==> config.mk <==
export PLATFORM = sky130hd
export DESIGN_NAME = enc_param_ctrl
export DESIGN_NICKNAME = d
export VERILOG_FILES = /design/src/rtl/enc_param_ctrl.sv
export SDC_FILE = /design/constraint.sdc
export NUM_CORES = 1
export LEC_CHECK = 0
export ABC_AREA = 1
export CORE_MARGIN = 3
export CORE_UTILIZATION = 59
export DETAILED_ROUTE_END_ITERATION = 12
export MAX_ROUTING_LAYER = met4
export PLACE_DENSITY_LB_ADDON = 0.1
export RECOVER_POWER = 100
export SETUP_SLACK_MARGIN = 0.1
export SYNTH_ARGS = -nofsm -noshare
export SYNTH_HDL_FRONTEND = slang
export SYNTH_SLANG_ARGS = --single-unit
==> constraint.sdc <==
create_clock -name clk -period 6.06 [get_ports clk]
set_input_delay 1.212 -clock clk [delete_from_list [all_inputs] [get_ports clk]]
set_output_delay 1.212 -clock clk [all_outputs]
set_load 0.05 [all_outputs]
==> src/rtl/enc_param_ctrl.sv <==
// Rotary-encoder parameter editor.
// Browse a bank of shadow parameters, edit one with saturation, and push the
// committed value downstream over a valid/ready config write.
module enc_param_ctrl #(
  parameter int unsigned NUM_PARAMS = 4,
  parameter int unsigned WIDTH      = 8,
  parameter int unsigned VAL_MAX    = 15,
  parameter int unsigned VAL_MIN    = 0,
  parameter int unsigned RESET_VAL  = 0
) (
  input  logic                          clk,
  input  logic                          rst,
  input  logic                          step_cw,
  input  logic                          step_ccw,
  input  logic                          press_short,
  input  logic                          press_long,
  output logic                          cfg_valid,
  input  logic                          cfg_ready,
  output logic [$clog2(NUM_PARAMS)-1:0] cfg_addr,
  output logic [WIDTH-1:0]              cfg_data,
  output logic [1:0]                    mode,
  output logic [$clog2(NUM_PARAMS)-1:0] sel_idx,
  output logic [WIDTH-1:0]              disp_val,
  output logic [7:0]                    commit_cnt
);

  localparam int unsigned IW = $clog2(NUM_PARAMS);

  localparam logic [1:0] StBrowse = 2'b00;
  localparam logic [1:0] StEdit   = 2'b01;
  localparam logic [1:0] StCommit = 2'b10;

  localparam logic [WIDTH-1:0] ValMax   = WIDTH'(VAL_MAX);
  localparam logic [WIDTH-1:0] ValMin   = WIDTH'(VAL_MIN);
  localparam logic [WIDTH-1:0] ValReset = WIDTH'(RESET_VAL);

  logic [1:0]       state_q, state_d;
  logic [IW-1:0]    sel_q, sel_d;
  logic [WIDTH-1:0] edit_q, edit_d;
  logic [WIDTH-1:0] shadow_q [NUM_PARAMS];
  logic [WIDTH-1:0] shadow_d [NUM_PARAMS];
  logic             valid_q, valid_d;
  logic [IW-1:0]    addr_q, addr_d;
  logic [WIDTH-1:0] data_q, data_d;
  logic [7:0]       cnt_q, cnt_d;

  logic any_press, do_short, step_up, step_dn;

  // Input arbitration: long beats short, any press discards steps, opposing
  // steps cancel.
  always_comb begin
    any_press = press_short | press_long;
    do_short  = press_short & ~press_long;
    step_up   = step_cw & ~step_ccw & ~any_press;
    step_dn   = step_ccw & ~step_cw & ~any_press;
  end

  // Next-state logic for the browse/edit/commit FSM and its datapath.
  always_comb begin
    state_d  = state_q;
    sel_d    = sel_q;
    edit_d   = edit_q;
    shadow_d = shadow_q;
    valid_d  = valid_q;
    addr_d   = addr_q;
    data_d   = data_q;
    cnt_d    = cnt_q;
    case (state_q)
      StBrowse: begin
        if (do_short) begin
          edit_d  = shadow_q[sel_q];
          state_d = StEdit;
        end else if (step_up) begin
          sel_d = sel_q + IW'(1);
        end else if (step_dn) begin
          sel_d = sel_q - IW'(1);
        end
      end
      StEdit: begin
        if (press_long) begin
          state_d = StBrowse;
        end else if (do_short) begin
          shadow_d[sel_q] = edit_q;
          valid_d         = 1'b1;
          addr_d          = sel_q;
          data_d          = edit_q;
          state_d         = StCommit;
        end else if (step_up) begin
          if (edit_q < ValMax) edit_d = edit_q + WIDTH'(1);
        end else if (step_dn) begin
          if (edit_q > ValMin) edit_d = edit_q - WIDTH'(1);
        end
      end
      StCommit: begin
        if (valid_q && cfg_ready) begin
          valid_d = 1'b0;
          cnt_d   = cnt_q + 8'd1;
          state_d = StBrowse;
        end
      end
      default: state_d = StBrowse;
    endcase
  end

  // State registers; reset drops any pending write immediately.
  always_ff @(posedge clk or posedge rst) begin
    if (rst) begin
      state_q <= StBrowse;
      sel_q   <= '0;
      edit_q  <= ValReset;
      for (int i = 0; i < NUM_PARAMS; i++) shadow_q[i] <= ValReset;
      valid_q <= 1'b0;
      addr_q  <= '0;
      data_q  <= '0;
      cnt_q   <= '0;
    end else begin
      state_q  <= state_d;
      sel_q    <= sel_d;
      edit_q   <= edit_d;
      shadow_q <= shadow_d;
      valid_q  <= valid_d;
      addr_q   <= addr_d;
      data_q   <= data_d;
      cnt_q    <= cnt_d;
    end
  end

  // Outputs come straight from registers; display muxes shadow vs edit value.
  always_comb begin
    cfg_valid  = valid_q;
    cfg_addr   = addr_q;
    cfg_data   = data_q;
    mode       = state_q;
    sel_idx    = sel_q;
    commit_cnt = cnt_q;
    disp_val   = (state_q == StBrowse) ? shadow_q[sel_q] : edit_q;
  end

endmodule

==> metrics, run 1 <==
Post-synth EDFFs 0; placed insts 488; Synth Net Count 402; CTS Sinks 63; crit path kind reg2out; area of the multi-input gates 1376 µm²; commonest non-fill, non-tap cell in the layout nand2_1; setup slack, reg-to-reg 3.82 ns; Clock Power Share 18.1%; Post-Syn Area 3184 µm²; Ant. Diodes 0; FF-to-FF End edit_q[2]$_DFFE_PP0P_; CP arrival 2.61 ns; Clock Path Buffers 2; Core Area 5172 µm²; Worst Path Max Fanout 10; cell count after synthesis 389; initial core utilization 61.56%; f_max 261.3 MHz; internal power 1060 µW; # nets final 442; Rel. slew slack 48.24%; register area 1577 µm²; worst-case hold path end point cfg_addr[1]$_DFFE_PP0P_; Seq cells post-synth 63; synthesis-to-finish area growth 18.23%; Worst Path Buf+Inv 1; setup TNS 0 ns; Pleak 0.001867 µW; IO Port Bufs 37; cts hold-fix bufs 0; worst hold path depth 2; post-CTS setup buffers 0; final hold vios 0; CP delay by family, top buffers and inverters; final non-filler cell total 504; DIE WIDTH 79.47 µm; Seq pwr share 33.5%; initial antenna violation count 0; Unique masters post-synth 31; root buffer cell clkbuf_8; Max Clock Skew 0.008340 ns; placed wire-length estimate 5.185 mm; DR vias/cell 5.520; TritonCTS clock tree built; CP Capture Type primary output; vias in the first global route 2705; hold path startpoint cfg_addr[1]$_DFFE_PP0P_; Sw Ratio 47.73%; CP Data Required Time 4.85 ns; DRT Wirelength 7.544 mm; DRT iter0 DRCs 284; share of cells above drive strength 1 6.452%; gp weighted congestion 0.8520; Gate power share 48.4%; type of the most critical hold path reg2reg; drt pass-1 iters 5; clock slew at reported path FFs 0.07 ns; Final Critical Period 3.826 ns; # rows 26; Most used DFF post-synth dfrtp_1; largest net degree at the start of global routing 64; count of boundary I/O pins 38; clk_lat worst skew 0.34 ns; Final Cycle Share 63.14%; measured slew at the worst slew-check pin 0.7763 ns; Antenna Violating Nets Remaining 0; status finished, final reports clean; CTS Buf Count 9; Final setup viols 0; Pins Over Slew Limit 0; die footprint 6315 µm²; maximum VDD drop 0.0003303 V; most frequent cells in the layout nand2_1 (125), dfrtp_1 (63), o21ai_0 (53), dlygate4sd3_1 (34), inv_1 (33); post-synthesis sequential area ratio 49.51%; Reg2Reg Depth 7; slowest CP cell dlygate4sd3_1; GRT overflow 0; Crit path largest cell delay 0.90 ns; chip height 79.47 µm; power density over the cells 538.9 nW/µm²; RSZ-0062 raised after global routing false; Syn Area/Cell 8.186 µm²; R2R Path Start mode[1]$_DFFE_PP0P_; worst-path cell chain nor2_2, a22oi_1, nand3_1, nand2_1, o21ai_0, dlygate4sd3_1; Sw Pwr 968.3 µW; Max Cap Violations 0; async set-or-reset flop fraction in the synthesized netlist 100.0%; # H-tree levels 3; post-cts sizing count 0; startpoint types register; DRC Markers 0; number of fillers in the final layout 381; via count 2782; synth warn 0; GRT Total Usage 27.39%; global-route wire length before repair 12.87 mm; drt wl/cell 14.97 µm
[flip-flops by register name, summed over array words and instances (netlist names)]
register    cells
cfg_addr        2
cfg_data        8
cfg_valid       1
commit_cnt      8
edit_q          8
mode            2
sel_idx         2
shadow_q       32
[tightest hold or removal path, delay by kind of cell, from the launching register on]
family / cells / cell delay [ns]
and+or+nand+nor: 2 / 0.09
DFF: 1 / 0.34
[kinds of logic after synthesis]
family / synth area share (%)
adder cells (fa/ha/maj): 2.358
XOR/XNOR: 3.301
buffers and inverters: 6.012
AND/OR/NAND/NOR: 25.03
flip-flops: 49.51
AO/OA/AOI/OAI: 13.79
[Yosys cell counts (3+ instances only)]
master	count	area (µm²)
a22oi_1	12	90.09
inv_1	32	120.1
nand2_1	121	454.2
a21oi_1	4	20.02
xor2_1	7	61.31
nor2_2	9	56.30
ha_1	6	75.07
o21ai_1	15	75.07
dfrtp_1	63	1577
nor2_1	20	75.07
clkbuf_1	6	22.52
nand2_2	5	31.28
xnor2_1	5	43.79
nand3_1	21	105.1
inv_2	3	11.26
o21ai_0	40	200.2
[how the worst max path moves through the flow]
stage / start / endpoint / slack [ns] / cells after the start
after detailed placement: sel_idx[1]$_DFFE_PP0P_ / disp_val[6] / 2.68 / 6
final: sel_idx[1]$_DFFE_PP0P_ / disp_val[6] / 2.23 / 6
after CTS: sel_idx[1]$_DFFE_PP0P_ / disp_val[6] / 2.30 / 6
after global placement: sel_idx[1]$_DFFE_PP0P_ / disp_val[6] / 2.71 / 6
after floorplan: mode[1]$_DFFE_PP0P_ / disp_val[0] / 2.63 / 3
after global routing: sel_idx[1]$_DFFE_PP0P_ / disp_val[0] / 2.11 / 6
[layer usage]
layer  share of wire (%)  up-vias  global-route usage, %  wire length [µm]
met5                   0        -                      -                 0
met2                  46      134                  40.15              3465
met4                 2.3        0                  11.86               172
li1                    -     1343                      -                 -
met3                 6.7       20                  6.095               509
met1                  45     1285                  36.75              3398
[final cells by class]
cell class              count  area share (%)
clock inverters             5           1.529
inverters                  38           3.922
multi-input cells         279           36.56
flip-flops and latches     63           41.87
well taps                  70           2.326
clock buffers              11           3.755
repair buffers             38           10.04
[power by group through the flow]
stage	clock [µW]	combinational (µW)	sequential (µW)
global placement	0	996	681
detailed placement	0	1010	685
finish	368	982	679
CTS	371	1020	680
global route	393	1070	699
floorplan	0	549	842
[stage by stage]
step | util [%] | hold slack [ns] | power (µW) | cell area [µm²] | worst slack (ns)
final | 72.79 | 0.4675 | 2029 | 3765 | 2.234
after global routing | 72.79 | 0.5045 | 2166 | 3765 | 2.109
after CTS | 73.56 | 0.4751 | 2071 | 3805 | 2.296
after detailed placement | 69.71 | 0.4574 | 1700 | 3606 | 2.683
after global placement | 69.71 | 0.4549 | 1677 | 3606 | 2.711
after floorplan | - | 0.4534 | 1392 | 3184 | 2.627
(Power assumes the default switching activity.)
==> inputs of run 2 (changes only) <==
--- a/config.mk
+++ b/config.mk
@@ -7,7 +7,7 @@
 export LEC_CHECK = 0
 export ABC_AREA = 1
 export CORE_MARGIN = 3
-export CORE_UTILIZATION = 59
+export CORE_UTILIZATION = 56
 export DETAILED_ROUTE_END_ITERATION = 12
 export MAX_ROUTING_LAYER = met4
 export PLACE_DENSITY_LB_ADDON = 0.1
==> constraint.sdc (replaced) <==
create_clock -name clk -period 3.8 [get_ports clk]
set_input_delay 0.76 -clock clk [delete_from_list [all_inputs] [get_ports clk]]
set_output_delay 0.76 -clock clk [all_outputs]
set_load 0.05 [all_outputs]
==> run 2 against run 1 <==
The flow now finishes with violations (max-capacitance violations, max-slew violations). Clock power rose by 33%. Worst hold slack got worse by 0.00097 ns. Sequential share of layout area rose by 0.52 points. Sequential cell count did not move. Die area rose by 4.9%. Global-route usage rose by 0.15 points. Non-clock buffer count did not move. Largest power group unchanged. Register-to-register slack got worse by 2.2 ns. First-iteration DRC count fell by 41%. Combinational power rose by 58%. Worst setup slack got worse by 1.8 ns. Cell area fell by 1.2%.
==> metrics, run 2 (synthesis results as in run 1) <==
status finished with violations; Gate power share 49.6%; Final Cycle Share 88.48%; Antenna Violating Nets Remaining 0; Total Power 3132 µW; CTS Sinks 63; f_max 297.4 MHz; CP arrival 2.60 ns; power density over the cells 842.2 nW/µm²; post-CTS setup buffers 0; DIE WIDTH 81.41 µm; internal power 1605 µW; # nets final 442; vias in the first global route 2750; measured slew at the worst slew-check pin 1.553 ns; maximum VDD drop 0.0005063 V; die footprint 6627 µm²; count of boundary I/O pins 38; GRT Total Usage 27.54%; root buffer cell clkbuf_8; CP delay by family, top buffers and inverters; # rows 26; IO Port Bufs 37; Core Area 5303 µm²; placed insts 488; largest net degree at the start of global routing 64; clk_lat worst skew 0.34 ns; clock slew at reported path FFs 0.07 ns; Sw Ratio 48.74%; via count 2771; commonest non-fill, non-tap cell in the layout nand2_1; RSZ-0062 raised after global routing false; Clock Power Share 15.6%; global-route wire length before repair 13.18 mm; Crit path largest cell delay 0.93 ns; DRC Markers 0; drt wl/cell 15.23 µm; chip height 81.41 µm; synthesis-to-finish area growth 16.78%; setup TNS 0 ns; Pins Over Slew Limit 64; initial core utilization 60.05%; GRT overflow 0; final non-filler cell total 504; setup slack, reg-to-reg 1.61 ns; DP Worst Slack 0.8921 ns; Ant. Diodes 0; Seq pwr share 34.8%; Final Critical Period 3.362 ns; Clock Path Buffers 2; worst-path cell chain nor2_2, a22oi_1, nand3_1, nand2_1, o21ai_0, dlygate4sd3_1; final hold vios 0; DRT Wirelength 7.676 mm; Worst Path Max Fanout 10; # H-tree levels 3; Pleak 0.001855 µW; TritonCTS clock tree built; CP Data Required Time 3.04 ns; startpoint types register; type of the most critical hold path reg2reg; Top reg by flops shadow_q; cts hold-fix bufs 0; DRT iter0 DRCs 167; Sw Pwr 1526 µW; most frequent cells in the layout nand2_1 (125), dfrtp_1 (63), o21ai_0 (54), dlygate4sd3_1 (34), inv_1 (33); gp weighted congestion 0.9768; Max Clock Skew 0.01161 ns; share of cells above drive strength 1 5.760%; Rel. slew slack -3.559%; drt pass-1 iters 4; violated checks max-capacitance violations, max-slew violations; placed wire-length estimate 5.414 mm; crit path kind reg2out; Final setup viols 0; post-cts sizing count 0; CTS Buf Count 9; CP Capture Type primary output; DR vias/cell 5.498; final worst slack 0.4379 ns; slowest CP cell dlygate4sd3_1; number of flip-flops in the largest register 32; Worst Path Buf+Inv 1; Max Cap Violations 1; initial antenna violation count 0
[run 2: worst reg2reg max path, cell delays in order, from the launching register on]
cell	delay (ns)
dfrtp_1	0.47
nor2_2	0.51
nand2_1	0.12
o21a_1	0.15
a21oi_2	0.10
nand2_1	0.29
inv_1	0.29
o21ai_0	0.13
[run 2: power by group through the flow]
stage          logic, µW  registers, µW  clock network [µW]
2_1_floorplan        876           1340                   0
3_3_place_gp        1580           1100                   0
3_5_place_dp        1620           1100                   0
4_1_cts             1620           1090                 505
5_1_grt             1710           1120                 541
6_report            1550           1090                 489
[run 2: cell type report]
| type | count | area (µm²) |
|---|---|---|
| Sequential cell | 63 | 1577 |
| Inverter | 38 | 147.6 |
| Clock buffer | 12 | 135.1 |
| Tap cell | 70 | 87.58 |
| Clock inverter | 4 | 22.52 |
| Multi-Input combinational cell | 279 | 1374 |
| Timing Repair Buffer | 38 | 375.4 |
| Fill cell | 444 | 1584 |
[run 2: routing by layer]
metal	wire length [µm]	GRT usage, %	part of all wire (%)
met1	3347	34.91	44
met4	211	12.84	2.7
met2	3532	41.21	46
met5	0	-	0
met3	584	7.206	7.6
[run 2: worst paths after layout]
path / from / to / depth (start not counted)
setup / recovery: sel_idx[1]$_DFFE_PP0P_ / disp_val[1] / 6
hold / removal: cfg_addr[1]$_DFFE_PP0P_ / cfg_addr[1]$_DFFE_PP0P_ / 2
setup reg to reg: mode[1]$_DFFE_PP0P_ / edit_q[4]$_DFFE_PP0P_ / 7
hold reg to reg: cfg_addr[1]$_DFFE_PP0P_ / cfg_addr[1]$_DFFE_PP0P_ / 2
max in group asynchronous: rst / shadow_q[26]$_DFFE_PP0P_ / 3
min in group asynchronous: rst / cfg_data[7]$_DFFE_PP0P_ / 3
[run 2: through the flow]
step / cell area [µm²] / util (%) / hold WS (ns)
finish: 3719 / 70.13 / 0.4665
global route: 3719 / 70.13 / 0.4884
global placement: 3606 / 68.00 / 0.4556
floorplan: 3184 / - / 0.4534
CTS: 3764 / 70.98 / 0.4762
detailed placement: 3606 / 68.00 / 0.4586
